===== src/rtl/ne_packer_pkg.sv =====
// Shared constants and types for the LLR frame packer.
// Latency: n/a (declarations only).
// Backpressure: n/a.
// Contents: FSM state enum, lane geometry, default frame length, word count, sat counter width.
package ne_packer_pkg;

  typedef enum logic {
    IDLE = 1'b0,
    FILL = 1'b1
  } state_t;

  localparam int LANES        = 32;
  localparam int LANEBITS     = 5;
  localparam int FRAMELEN_DEF = 8176;
  localparam int SATW         = 16;

  // Words per frame; the last one is partially filled when FRAMELEN is not a multiple of LANES.
  function automatic int words_for(input int framelen);
    return (framelen + LANES - 1) / LANES;
  endfunction

  localparam int WORDS = (FRAMELEN_DEF + LANES - 1) / LANES;

endpackage


===== src/rtl/ne_llr_saturate.sv =====
// Symmetric clamp of an IW-bit signed channel LLR to the decoder's W-bit format.
// Latency: combinational, zero cycles.
// Backpressure: none; pure function of the input.
// Ports: i_llr (IW, signed in), o_llr (W, clamped out), o_clamped (1 when the value was limited).
module ne_llr_saturate #(
  parameter int W      = 6,
  parameter int IW     = 8,
  parameter int MAXVAL = 31
) (
  input  logic [IW-1:0] i_llr,
  output logic [W-1:0]  o_llr,
  output logic          o_clamped
);

  logic signed [IW-1:0] w_in;
  logic signed [IW-1:0] w_pos;
  logic signed [IW-1:0] w_neg;

  assign w_in  = $signed(i_llr);
  assign w_pos = IW'(MAXVAL);
  // Negative bound is -MAXVAL, not -(MAXVAL+1), so the most negative W-bit code never appears.
  assign w_neg = -w_pos;

  always_comb begin
    o_llr     = w_in[W-1:0];
    o_clamped = 1'b0;
    if (w_in > w_pos) begin
      o_llr     = w_pos[W-1:0];
      o_clamped = 1'b1;
    end else if (w_in < w_neg) begin
      o_llr     = w_neg[W-1:0];
      o_clamped = 1'b1;
    end
  end

endmodule


===== src/rtl/ne_llr_frame_packer.sv =====
// Packs saturated channel LLRs 32 per word into Codeword_in, frame by frame, padding the last word.
// Latency: word registered one cycle after the transfer that completes it (code_valid pulse).
// Backpressure: llr_ready is state-derived (high only in FILL); frame_en gates frame start in IDLE.
// Ports: inclk/rst (sync, active high); llr_in/llr_valid/llr_ready input handshake; frame_en level;
//        Codeword_in/code_valid/frame_done output word and pulses; sat_count clamps in last frame.
module ne_llr_frame_packer
  import ne_packer_pkg::*;
#(
  parameter int             W        = 6,
  parameter int             IW       = 8,
  parameter int             MAXVAL   = 31,
  parameter int             FRAMELEN = FRAMELEN_DEF,
  parameter logic [W-1:0]   PADVAL   = '0,
  localparam int            DW       = LANES * W
) (
  input  logic            inclk,
  input  logic            rst,
  input  logic [IW-1:0]   llr_in,
  input  logic            llr_valid,
  output logic            llr_ready,
  input  logic            frame_en,
  output logic [DW-1:0]   Codeword_in,
  output logic            code_valid,
  output logic            frame_done,
  output logic [SATW-1:0] sat_count
);

  localparam int CNTW = $clog2(FRAMELEN);

  state_t              r_state;
  state_t              w_state_nxt;
  logic                w_start;
  logic [LANEBITS-1:0] r_lane_cnt;
  logic [CNTW-1:0]     r_llr_cnt;
  logic [W-1:0]        r_lanes [LANES];
  logic [DW-1:0]       r_word;
  logic [DW-1:0]       w_word;
  logic                r_code_valid;
  logic                r_frame_done;
  logic [SATW-1:0]     r_sat_count;
  logic [W-1:0]        w_sat;
  logic                w_clamped;
  logic                w_xfer;
  logic                w_last;
  logic                w_word_done;

  ne_llr_saturate #(
    .W      (W),
    .IW     (IW),
    .MAXVAL (MAXVAL)
  ) u_sat (
    .i_llr     (llr_in),
    .o_llr     (w_sat),
    .o_clamped (w_clamped)
  );

  assign llr_ready   = (r_state == FILL);
  assign w_xfer      = llr_valid & llr_ready;
  assign w_last      = (r_llr_cnt == CNTW'(FRAMELEN - 1));
  assign w_word_done = w_xfer & ((r_lane_cnt == LANEBITS'(LANES - 1)) | w_last);

  always_ff @(posedge inclk) begin
    if (rst) begin
      r_state <= IDLE;
    end else begin
      r_state <= w_state_nxt;
    end
  end

  always_comb begin
    w_state_nxt = r_state;
    w_start     = 1'b0;
    case (r_state)
      IDLE: begin
        if (frame_en) begin
          w_state_nxt = FILL;
          w_start     = 1'b1;
        end
      end
      FILL: begin
        if (w_xfer && w_last) begin
          w_state_nxt = IDLE;
        end
      end
      default: w_state_nxt = IDLE;
    endcase
  end

  // Outgoing word: lanes already written, the lane arriving this cycle, and PADVAL above it.
  // For full words the arriving lane is 31, so no padding applies.
  always_comb begin
    w_word = '0;
    for (int k = 0; k < LANES; k++) begin
      if (LANEBITS'(k) < r_lane_cnt) begin
        w_word[k*W +: W] = r_lanes[k];
      end else if (LANEBITS'(k) == r_lane_cnt) begin
        w_word[k*W +: W] = w_sat;
      end else begin
        w_word[k*W +: W] = PADVAL;
      end
    end
  end

  // Lane storage needs no reset: only lanes written earlier in the current word are ever read.
  always_ff @(posedge inclk) begin
    if (w_xfer) begin
      r_lanes[r_lane_cnt] <= w_sat;
    end
  end

  always_ff @(posedge inclk) begin
    if (rst) begin
      r_lane_cnt   <= '0;
      r_llr_cnt    <= '0;
      r_word       <= '0;
      r_code_valid <= 1'b0;
      r_frame_done <= 1'b0;
      r_sat_count  <= '0;
    end else begin
      r_code_valid <= w_word_done;
      r_frame_done <= w_word_done & w_last;
      if (w_word_done) begin
        r_word <= w_word;
      end
      if (w_start) begin
        r_lane_cnt  <= '0;
        r_llr_cnt   <= '0;
        r_sat_count <= '0;
      end else if (w_xfer) begin
        r_lane_cnt <= r_lane_cnt + 1'b1;
        r_llr_cnt  <= w_last ? '0 : r_llr_cnt + 1'b1;
        if (w_clamped && (r_sat_count != '1)) begin
          r_sat_count <= r_sat_count + 1'b1;
        end
      end
    end
  end

  assign Codeword_in = r_word;
  assign code_valid  = r_code_valid;
  assign frame_done  = r_frame_done;
  assign sat_count   = r_sat_count;

endmodule


===== config.mk =====
export PLATFORM = sky130hd
export DESIGN_NAME = ne_llr_frame_packer
export DESIGN_NICKNAME = d
export VERILOG_FILES = /design/src/rtl/ne_packer_pkg.sv /design/src/rtl/ne_llr_saturate.sv /design/src/rtl/ne_llr_frame_packer.sv
export SDC_FILE = /design/constraint.sdc
export NUM_CORES = 1
export LEC_CHECK = 0
export CELL_PAD_IN_SITES_DETAIL_PLACEMENT = 1
export CELL_PAD_IN_SITES_GLOBAL_PLACEMENT = 2
export CORE_MARGIN = 4
export CORE_UTILIZATION = 32
export DETAILED_ROUTE_END_ITERATION = 16
export PLACE_DENSITY_LB_ADDON = 0.1
export SYNTH_ARGS = -nofsm -noshare
export SYNTH_HDL_FRONTEND = slang
export SYNTH_SLANG_ARGS = --single-unit

===== constraint.sdc =====
create_clock -name inclk -period 3 [get_ports inclk]
set_clock_uncertainty 0.05 [all_clocks]
set_input_delay 0.75 -clock inclk [delete_from_list [all_inputs] [get_ports inclk]]
set_output_delay 0.75 -clock inclk [all_outputs]
set_load 0.05 [all_outputs]

# Word-level counts from Yosys, hierarchy flattened
# Memories as Yosys holds them, arrays and structs flattened. A register that Yosys moved wholly into a read port is not among the register bits.
# Cells that the tools add are included.
[op_classes] n_mux=75 eq_ne=34 reduce_logical=5 n_lt_le_gt_ge=34 add_sub_neg=3 n_bitwise=5
[ops] operator="2-to-1 mux 6 bit" count=66
[ops] operator="== test 5 bit, first input constant" count=16
[ops] operator="< comparator 5 bit, first input constant" count=16
[ops] operator="== test 4 x 5 -> 1 bit, first input constant" count=8
[ops] operator="< comparator 4 x 5 -> 1 bit, first input constant" count=8
[ops] operator="== test 3 x 5 -> 1 bit, first input constant" count=4
[ops] operator="< comparator 3 x 5 -> 1 bit, first input constant" count=4
[ops] operator="adder 16 x 1 -> 16 bit, second input constant" count=1
[ops] operator="inequality test 16 bit, second input constant" count=1
[ops] operator="adder 13 x 1 -> 13 bit, second input constant" count=1
[ops] operator="== test 13 bit, second input constant" count=1
[ops] operator="2-to-1 mux 13 bit" count=1
[ops] operator="== test 2 x 5 -> 1 bit, first input constant" count=2
[ops] operator="< comparator 1 x 5 -> 1 bit, first input constant" count=2
[ops] operator="< comparator 2 x 5 -> 1 bit, first input constant" count=2
[ops] operator="> comparator 8 x 6 -> 1 bit, second input constant" count=1
[ops] operator="< comparator 8 x 6 -> 1 bit, second input constant" count=1
[ops] operator="2-to-1 mux 1 bit" count=7
[ops] operator="adder 5 x 1 -> 5 bit, second input constant" count=1
[ops] operator="== test 1 x 5 -> 1 bit, first input constant" count=1
[ops] operator="== test 5 bit, second input constant" count=1
[ops] operator="logical NOT 5 bit" count=1
[ops] operator="AND 1 bit" count=3
[ops] operator="logical AND 1 bit" count=2
[ops] operator="5 further kinds" count=5
[word_totals] ff_bits=229 elab_cells=164 ramBits=192 output_inout_bits=211 mem_count=1
[mem_list] memory="r_lanes" depth=32 width=6 rd=32 rd_clocked_by_memory_dff=1 wr=1 line="ne_llr_frame_packer.sv:35" text="logic [W-1:0] r_lanes [LANES];"

# Logic depth before layout (Yosys ltp)
[depth] ltp_word=5 ltp_mapped=12 depth_no_buf=7

# Hierarchy
# Synthesis repeated with hierarchy kept, for this count alone.
[hier_totals] hier_cells=1553 area_unflattened_um2=16958.8
[by_module_without_submodules] mod="ne_llr_frame_packer" instances=1 area_per_inst_um2=16809.9 seq_area_each_um2=10169.8 cells_each=1529
[by_module_without_submodules] mod="ne_llr_saturate" instances=1 area_per_inst_um2=148.9 seq_area_each_um2=0.0 cells_each=24

# Worst setup path after synthesis
# No wires, ideal clock.
[synth_path] path_kind="input port to flip-flop" startpoint="input port llr_in[5]" endpoint="register r_word[48] (netlist: Codeword_in[48])" arrival_ns=2.712 t_required_ns=2.818 slack_ns=0.106 stages=7 cell_sequence="clkbuf_1 -> or3_1 -> a221oi_2 -> inv_2 -> clkbuf_1 -> a221oi_1 -> nor3_1"
[synth_via] elab_chain_len=5 elab_cells_between_ends=6 cone_classes="order compare: 2; mux: 4"
[synth_rtl] element="start, declared" line="ne_llr_frame_packer.sv:18" text="input logic [IW-1:0] llr_in,"
[synth_rtl] element="< comparator 8 x 6 -> 1 bit" line="ne_llr_saturate.sv:30" text="end else if (w_in < w_neg) begin"
[synth_rtl] element="2-to-1 mux 6 bit" line="ne_llr_saturate.sv:30"
[synth_rtl] element="2-to-1 mux 6 bit (*)" line="ne_llr_saturate.sv:27" text="if (w_in > w_pos) begin"
[synth_rtl] element="net u_sat.o_llr[0]" line="ne_llr_saturate.sv:11" text="output logic [W-1:0] o_llr,"
[synth_rtl] element="2-to-1 mux 6 bit (*)" line="ne_llr_frame_packer.sv:96" text="end else if (LANEBITS'(k) == r_lane_cnt) begin"
[synth_rtl] element="2-to-1 mux 6 bit (*)" line="ne_llr_frame_packer.sv:94" text="if (LANEBITS'(k) < r_lane_cnt) begin"
[synth_rtl] element="end signal, assigned" line="ne_llr_frame_packer.sv:123" text="r_word <= w_word;"
[synth_rtl] element="end, declared" line="ne_llr_frame_packer.sv:36" text="logic [DW-1:0] r_word;"
# The timed path passes the listed nets; every way through them passes the cells marked *.
# A chain may end at the register's enable or synchronous reset.

# Final worst setup path
[layout_path] startpoint="register r_state (netlist: llr_ready)" endpoint="output port llr_ready"
[layout_rtl] element="start, declared" line="ne_llr_frame_packer.sv:30" text="state_t r_state;"
[layout_rtl] element="start signal, assigned" line="ne_llr_frame_packer.sv:66" text="r_state <= w_state_nxt;"
[layout_rtl] element="end, declared" line="ne_llr_frame_packer.sv:20" text="output logic llr_ready,"
# No word-level cell between the ends.

==> summary.log <==
qor: sta.fmax 0.370 GHz
qor: setup_path.cp_max_fo 6
qor: grt.globalRoute.busiestLayer met2
qor: die.floorplan.die.height 233 um
qor: clock_tree.cts_made_buffers 47
qor: finish.layout_commonest_cell sky130_fd_sc_hd__nor2_1
qor: sta.fin_tns_setup 0 ps
qor: job.drv_cap 0
qor: place.post-place-ws -238 ps
qor: yosys.synth_edf_count 186
qor: yosys.ys_top_cells_by_area sky130_fd_sc_hd__edfxtp_1 (34%), sky130_fd_sc_hd__dfxtp_1 (28%), sky130_fd_sc_hd__a221oi_1 (6.6%)
qor: place.port_buffers 222
qor: sta.grt_setup_unrepaired false
qor: min_path.min_delay_worst_endpoint Codeword_in[178]
qor: pwr.power_frac_comb 0.033
qor: min_path.min_delay_path_depth 2
qor: finish.num_antenna_cells 0
qor: sta.setup_slack 298 ps
qor: setup_path.cp_cell_sequence clkdlybuf4s50_1
qor: sta.finalMaxSlewViolations 0
qor: pwr.cellPowerDensity 560 nW/um^2
qor: clock_tree.htreeDepth 2
qor: setup_path.critical_path.endpoint_type primary output
qor: setup_path.regToRegStartpoint r_llr_cnt[0]
qor: pwr.internal_power 9.35 mW
qor: yosys.post_synthesis_register_bit_count 415
qor: sta.worstMarginPinSlew 1200 ps
qor: die.die_w 233 um
qor: clock_tree.cts_post_setup_buffers_inserted 0
qor: finish.final_core_util 0.426
qor: status.status finished clean
qor: setup_path.cpPeakStageDelay 860 ps
qor: grt.grt_overflow_total 0
qor: grt.grt.met3_usage 0.0291
qor: pwr.total_leakage_power 7.47 nW
qor: grt.use_met2 0.326
qor: finish.layout_common_cells sky130_fd_sc_hd__nor2_1 (253), sky130_fd_sc_hd__dfxtp_1 (228), sky130_fd_sc_hd__clkdlybuf4s50_1 (220), sky130_fd_sc_hd__edfxtp_1 (186), sky130_fd_sc_hd__nor3_1 (165)
qor: grt.antenna_found_initial 0
qor: setup_path.critical_path_buf_inv_count 1
qor: grt.gr-usage-all-layers 0.198
qor: grt.grt_first_pass_wirelength 83700 um
qor: finish.area.growth.synth_to_final 31.4%
qor: clock_tree.cts-resized-gates 0
qor: die.core_area 50200 um^2
qor: setup_path.required 2200 ps
qor: clock_tree.clock_tree_from_tritoncts yes
qor: setup_path.critical_path_arrival 1900 ps
qor: clock_tree.tritoncts_num_sinks 415
qor: pwr.power_switching_share 0.218
qor: place.dp_hpwl 37600 um
qor: finish.finish.net_count 1777
qor: setup_path.worst_path_dominant_cell_family buffers and inverters
qor: die.initial_util 0.324
qor: routing.dr.pass1.iters 4
qor: finish.finish.cell_count_without_fillers 2468
qor: clock_tree.clk-insertion-delay-late 570 ps
qor: die.ioPinCount 223
qor: pwr.switchingPower 2.61 mW
qor: clock_tree.cts_hold_buffers 0
qor: place.placed_cells_incl_taps 2381
qor: pwr.irDropWorstVdd 0.401 mV
qor: yosys.postSynthNetCount 1513
qor: routing.wirelength 55000 um
qor: yosys.synth.yosys.seq_area_share 0.626
qor: routing.routed-via-count 13100
qor: yosys.synth.top_cell.area_share 0.344
qor: sta.relative_slew_slack 0.198
qor: finish.stdcell_area 21400 um^2
qor: clock_tree.max-clock-path-buffers 3
qor: sta.whs 407 ps
qor: clock_tree.clkSlewWorstSetupHoldPaths 60 ps
qor: routing.detail_route.iter0.violations 817
qor: sta.finalCriticalPeriod 2700 ps
qor: sta.setup-violations-final 0
qor: place.globalplace.congestion 0.794
qor: setup_path.r2r_slack 390 ps
qor: grt.grt_max_degree 107
qor: sta.final_min_period_over_clock_period 0.901
qor: yosys.netlist-cell-type-count 60
qor: setup_path.timing.rr.end Codeword_in[13]
qor: pwr.share_clk_of_total_power 0.471
qor: yosys.synth_warnings 0
qor: die.placement_rows 82
qor: yosys.synthDominantAreaCellType sky130_fd_sc_hd__edfxtp_1
qor: setup_path.timing.reg2reg.worst_path_depth 8
qor: yosys.syn_area_per_cell 10.9 um^2
qor: yosys.syn-cell-area 16300 um^2
qor: routing.route.detailed.wl_per_inst 22.3 um
qor: yosys.postSynthCellCount 1494
qor: routing.final_antenna_net_count 0
qor: finish.final_layout_size_suffix_gt1_frac 0.129
qor: setup_path.setup.worst_path.class flop to primary output
qor: place.placed_area 19800 um^2
qor: routing.detail_route.drc_violations 0
qor: grt.via_count_of_the_first_global_routing_pass 13400
qor: pwr.power_consumption 12.0 mW
qor: setup_path.critical_path.startpoint_type flop
qor: die.die_area 54500 um^2
qor: min_path.worstHoldStart Codeword_in[178]
qor: min_path.min-delay-path-class flop to flop
qor: pwr.power_frac_seq 0.496
qor: setup_path.worst_path_max_delay_cell sky130_fd_sc_hd__clkdlybuf4s50_1
qor: sta.number_of_hold_violations_in_the_final_report 0
qor: yosys.synth_async_sr_flop_share 0
qor: routing.detail_route.vias_per_cell 5.30
qor: yosys.dominantRegCellSynth sky130_fd_sc_hd__dfxtp_1
qor: grt.met1_usage 0.275
qor: clock_tree.cts_root_buffer sky130_fd_sc_hd__clkbuf_16
## kinds of logic (layout without fill, tap and decap cells)
family / count (synthesis) / count (layout) / share of synthesized area
XOR/XNOR: 15 / 15 / 0.00808
adder cells (fa/ha/maj): 7 / 7 / 0.00539
multiplexers: 1 / 1 / 0.000616
AO/OA/AOI/OAI: 291 / 291 / 0.147
flip-flops: 415 / 415 / 0.626
buffers and inverters: 153 / 455 / 0.0423
AND/OR/NAND/NOR: 612 / 612 / 0.171
## power groups by stage
stage | Sequential [mW] | Combinational [mW] | Clock [mW]
floorplan | 6.06 | 0.178 | 0
global placement | 6.05 | 0.397 | 0
detailed placement | 6.05 | 0.401 | 0
CTS | 5.93 | 0.402 | 5.80
global route | 5.93 | 0.423 | 6.03
finish | 5.93 | 0.395 | 5.63
## synth_stat cells (all sizes together) (6+ instances only)
cell type	count
nor2	253
dfxtp	229
edfxtp	186
nor3	165
a221oi	137
clkbuf	74
nand2	71
buf	49
nand3	47
a21oi	39
a211oi	26
inv	25
o21ai	25
nand4	21
or3	13
and3	10
xor2	10
o31ai	9
ha	7
a311oi	6
and2	6
nor2b	6
## metal layers
layer  vias up  wire length [um]
met5         -                 0
met4         0              1000
met3        64              2400
met2       286             26200
met1      6629             25500
li1       6091                 -
## layout make-up
cell class,count,area [um^2]
Sequential cell,415,10200
Timing Repair Buffer,338,3300
Clock buffer,71,1410
Multi-Input combinational cell,926,5410
Tap cell,672,841
Fill cell,5407,28800
Clock inverter,16,105
Inverter,30,113
## how the worst max path moves through the flow
| stage | from | cells past startpoint | slack (ps) | endpoint |
|---|---|---|---|---|
| after floorplan | llr_in[5] | 7 | 110 | Codeword_in[48] |
| after global placement | llr_valid | 8 | -240 | Codeword_in[13] |
| after detailed placement | llr_valid | 8 | -240 | Codeword_in[13] |
| after CTS | llr_ready | 1 | 220 | llr_ready |
| after global routing | r_llr_cnt[0] | 7 | 190 | Codeword_in[75] |
| final | llr_ready | 1 | 300 | llr_ready |
## flip-flops by register name (all words and copies together) (netlist names)
name	cells
r_lanes	186
llr_ready	1
frame_done	1
r_llr_cnt	13
Codeword_in	192
code_valid	1
r_lane_cnt	5
sat_count	16
Note: power is estimated with default switching activity, not from simulation.
